[src/rtl/bnn_pkg.sv]
// Shared types and helpers for the bit-serial BNN layer controllers.
package bnn_pkg;

  typedef enum logic [1:0] {
    IDLE,
    RUN,
    CAPT
  } state_t;

  function automatic int unsigned idx_width(input int unsigned n);
    return (n <= 1) ? 1 : $clog2(n);
  endfunction

endpackage

[src/rtl/bnn_out_slot.sv]
// Single-entry valid/ready holding register; a load in the same cycle as a take wins.
module bnn_out_slot #(
  parameter int unsigned W = 4
) (
  input  logic         clk,
  input  logic         rst,
  input  logic         load,
  input  logic [W-1:0] load_data,
  input  logic         ready,
  output logic         valid,
  output logic [W-1:0] data,
  output logic         free
);

  assign free = !valid || ready;

  always_ff @(posedge clk or posedge rst) begin
    if (rst) begin
      valid <= 1'b0;
      data  <= '0;
    end else if (load) begin
      valid <= 1'b1;
      data  <= load_data;
    end else if (valid && ready) begin
      valid <= 1'b0;
    end
  end

endmodule

[src/rtl/bnn_seq_ctrl.sv]
// Frame sequencer: accepts one N x B vector, steps N accumulate beats, captures M sign bits.
module bnn_seq_ctrl
  import bnn_pkg::*;
#(
  parameter int unsigned N = 4,
  parameter int unsigned B = 4,
  parameter int unsigned M = 4
) (
  input  logic                     clk,
  input  logic                     rst,
  input  logic                     in_valid,
  output logic                     in_ready,
  input  logic [N*B-1:0]           in_data,
  output logic                     acc_clr,
  output logic                     acc_en,
  output logic [idx_width(N)-1:0]  acc_idx,
  output logic [B-1:0]             acc_x,
  output logic                     acc_last,
  input  logic [M-1:0]             acc_sign,
  output logic                     out_valid,
  input  logic                     out_ready,
  output logic [M-1:0]             out_data
);

  localparam int unsigned IW = idx_width(N);
  localparam logic [IW-1:0] LAST = IW'(N - 1);

  state_t                 state;
  logic [IW-1:0]          idx;
  logic [N-1:0][B-1:0]    vec_q;
  logic                   slot_free;
  logic                   capture;

  always_ff @(posedge clk or posedge rst) begin
    if (rst) begin
      state <= IDLE;
      idx   <= '0;
      vec_q <= '0;
    end else begin
      case (state)
        IDLE: begin
          if (in_valid) begin
            vec_q <= in_data;
            idx   <= '0;
            state <= RUN;
          end
        end
        RUN: begin
          // idx parks at N-1 so acc_idx never shows an out-of-range row
          if (idx == LAST) state <= CAPT;
          else             idx   <= idx + 1'b1;
        end
        CAPT: begin
          if (slot_free) state <= IDLE;
        end
        default: state <= IDLE;
      endcase
    end
  end

  assign in_ready = (state == IDLE);
  assign acc_clr  = in_ready && in_valid;
  assign acc_en   = (state == RUN);
  assign acc_idx  = idx;
  assign acc_x    = vec_q[idx];
  assign acc_last = acc_en && (idx == LAST);
  assign capture  = (state == CAPT) && slot_free;

  bnn_out_slot #(.W(M)) u_slot (
    .clk       (clk),
    .rst       (rst),
    .load      (capture),
    .load_data (acc_sign),
    .ready     (out_ready),
    .valid     (out_valid),
    .data      (out_data),
    .free      (slot_free)
  );

endmodule

[config.mk]
export PLATFORM = sky130hd
export DESIGN_NAME = bnn_seq_ctrl
export DESIGN_NICKNAME = d
export VERILOG_FILES = /design/src/rtl/bnn_pkg.sv /design/src/rtl/bnn_out_slot.sv /design/src/rtl/bnn_seq_ctrl.sv
export SDC_FILE = /design/constraint.sdc
export NUM_CORES = 1
export LEC_CHECK = 0
export CAP_MARGIN = 10
export CELL_PAD_IN_SITES_DETAIL_PLACEMENT = 1
export CELL_PAD_IN_SITES_GLOBAL_PLACEMENT = 2
export CORE_UTILIZATION = 40
export DETAILED_ROUTE_END_ITERATION = 8
export DONT_BUFFER_PORTS = 1
export MAX_ROUTING_LAYER = met4
export PLACE_DENSITY_LB_ADDON = 0.1
export SLEW_MARGIN = 20
export SYNTH_ARGS = -nofsm -noshare
export SYNTH_HDL_FRONTEND = slang
export SYNTH_SLANG_ARGS = --single-unit
[constraint.sdc]
create_clock -name clk -period 3.4 [get_ports clk]
set_input_delay 0.85 -clock clk [delete_from_list [all_inputs] [get_ports clk]]
set_output_delay 0.85 -clock clk [all_outputs]
set_load 0.1 [all_outputs]
==> reports/summary.txt <==
Die Y = 55.6 µm
Fill cells = 287
Post-CTS Setup Bufs = 0
Xor and xnor fraction of the mapped netlist area = 0%
Required @ worst endpoint = 2.55 ns
Crit path DAT = 1.79 ns
Slowest CP cell = mux4_2
Largest cells by area after synthesis = dfrtp_1 (54%), mux2_4 (12%), mux2_2 (11%)
Violation count after the first detailed-routing iteration = 9
Maximum number of pins on one net before global-route repair = 26
Family of cells with the greatest summed delay on the critical path = multiplexers
Clock Latency Late Sink = 0.32 ns
Routability Congestion = 0.684
Cell count after synthesis = 74
RSZ-0062 raised after global routing = no
Final setup TNS = 0 ns
Number of cells upsized or downsized after cts = 0
Most instantiated flip-flop cell in the synthesis netlist = dfrtp_1
DIE WIDTH = 55.6 µm
Total standard cell area after synthesis = 1150 µm²
Total number of nets in the final design = 106
Clock root buffer = clkbuf_4
Warnings, synthesis = 0
First-pass GRT wire length = 3.01 mm
Status = finished, final reports clean
Clk_skew = 0.00371 ns
Synth async-reset ratio = 100%
Number of nets with antenna violations after detailed routing = 0
Via count of the first global-routing pass = 678
Category of the worst setup path launch point = flop
Worst min-delay path class = reg2reg
Count of pins on the block boundary = 39
Number of pins exceeding their max-slew limit in the final report = 0
Kind of end point of the critical path = output pin
Hold path startpoint = vec_q[1]$_DFFE_PP0P_
Number of buffers added to fix hold violations after cts = 0
Worst setup path startpoint = acc_idx[0]$_DFFE_PP0P_
Number of buffers on the longest clock path = 2
Die footprint = 3090 µm²
Dominant combinational cell family by area after synthesis = multiplexers
Longest individual stage delay on the worst path = 0.84 ns
Antenna cell count = 0
Initial standard-cell utilization of the core = 42.0%
Initial antenna violation count = 0
Synthesized flop and latch total = 25
Number of max-cap violations = 0
Clock tree from TritonCTS = done
DPL Wire Length = 1.29 mm
Via count = 611
Wirelength per Cell = 16.2 µm
Library cell with the largest summed area after synthesis = dfrtp_1
Share of the cycle needed by the critical path after routing = 77.7%
TritonCTS Sinks = 25
Core area = 2730 µm²
Most common library cells after synthesis = dfrtp_1 (25), mux2_2 (11), mux2_4 (9)
Total global routing track utilization = 13.5%
CTS H-tree depth = 1
Overflow after GRT = 0
Measured slew at the worst slew-check pin = 0.933 ns
Final setup violating endpoints = 0
Layout cells sized above 1 = 45.0%
TritonRoute pass-1 iters = 3
# port buffers = 0
Area growth from synthesis to layout = 6.86%
Worst setup path category = reg2out
Total routed wirelength = 1.80 mm
Yosys top cell area share = 54.5%
Period minus WS final = 2.64 ns
Syn Area/Cell = 15.5 µm²
Compound-Gate Fraction of Synth Area = 3.92%
# DRC = 0
Headroom to the max-slew limit = 37.7%
CTS Buf Count = 3
Adder-Cell Fraction of Synth Area = 1.09%
Most common cell in the synthesized netlist = dfrtp_1
Register clock-pin slew on the reported worst setup and hold paths = 0.14 ns
Mux cell area share after synthesis = 30.4%
Cell row count = 19
Detail-routed via count per cell = 5.50
Cell-by-cell trace of the critical path = mux4_2
RR Startpoint = state[0]$_DFFE_PP0P_
EDFF count, synth = 0
Maximum fanout count along the critical path = 9
Number of nets in the synthesized netlist = 99
Area fraction in and, or, nand and nor cells after synthesis = 6.75%
Hold Slack = 0.522 ns
Number of distinct library cells after synthesis = 23
Achievable clock frequency = 0.379 GHz
Combined buffer and inverter count along the critical path = 0
Endpoints failing hold = 0
Sequential element share of the synthesized area = 54.5%
cell usage in the layout (no fill, tap or decap), types with 2 or more instances in the layout:
cell / n
buf_4: 5
clkbuf_4: 3
dfrtp_1: 25
inv_1: 2
mux2_2: 11
mux2_4: 9
mux4_2: 4
nand2_1: 2
nand2b_1: 3
o21bai_1: 2
stage by stage:
stage,instance area [µm²],setup WS [ns],util (%),cells
floorplan,1150,0.376,-,74
global placement,1200,1.11,43.8,107
detailed placement,1200,1.11,43.8,107
CTS,1230,0.726,44.9,111
global route,1230,0.667,44.9,111
finish,1230,0.759,44.9,111
state kept, by name (all words and copies together), names as in the netlist:
| register | cells |
|---|---|
| vec_q | 16 |
| state | 2 |
| u_slot.data | 4 |
| u_slot.valid | 1 |
| acc_idx | 2 |
kinds of logic after synthesis:
logic type               count (synthesis)
multiplexers                            24
adder cells (fa/ha/maj)                  1
flip-flops                              25
buffers and inverters                    5
AO/OA/AOI/OAI                            6
AND/OR/NAND/NOR                         13
layer usage:
metal	track usage, %	share of wire, %	up-vias
li1	-	-	276
met1	15.5	42	313
met2	21.7	50	20
met3	3.49	7.3	2
met4	7.50	1.0	0
met5	-	0	-
cell type report:
cell class,count,area (µm²),area share [%]
Clock inverter,1,8.76,0.714
Multi-Input combinational cell,44,487,39.7
Clock buffer,3,22.5,1.83
Sequential cell,25,626,51.0
Tap cell,31,38.8,3.16
Timing Repair Buffer,5,37.5,3.06
Inverter,2,7.51,0.612
path summary, 6_finish.rpt:
path	to	slack [ns]	depth (start not counted)
setup / recovery	acc_x[0]	0.76	1
hold / removal	vec_q[1]$_DFFE_PP0P_	0.52	1
setup reg to reg	vec_q[0]$_DFFE_PP0P_	1.45	4
hold reg to reg	vec_q[1]$_DFFE_PP0P_	0.52	1
max in group asynchronous	vec_q[11]$_DFFE_PP0P_	2.23	1
min in group asynchronous	u_slot.data[0]$_DFFE_PP0P_	0.60	1
Power is not shown: default switching activity piles up to over one toggle a cycle in this logic, so the estimate is an artifact.
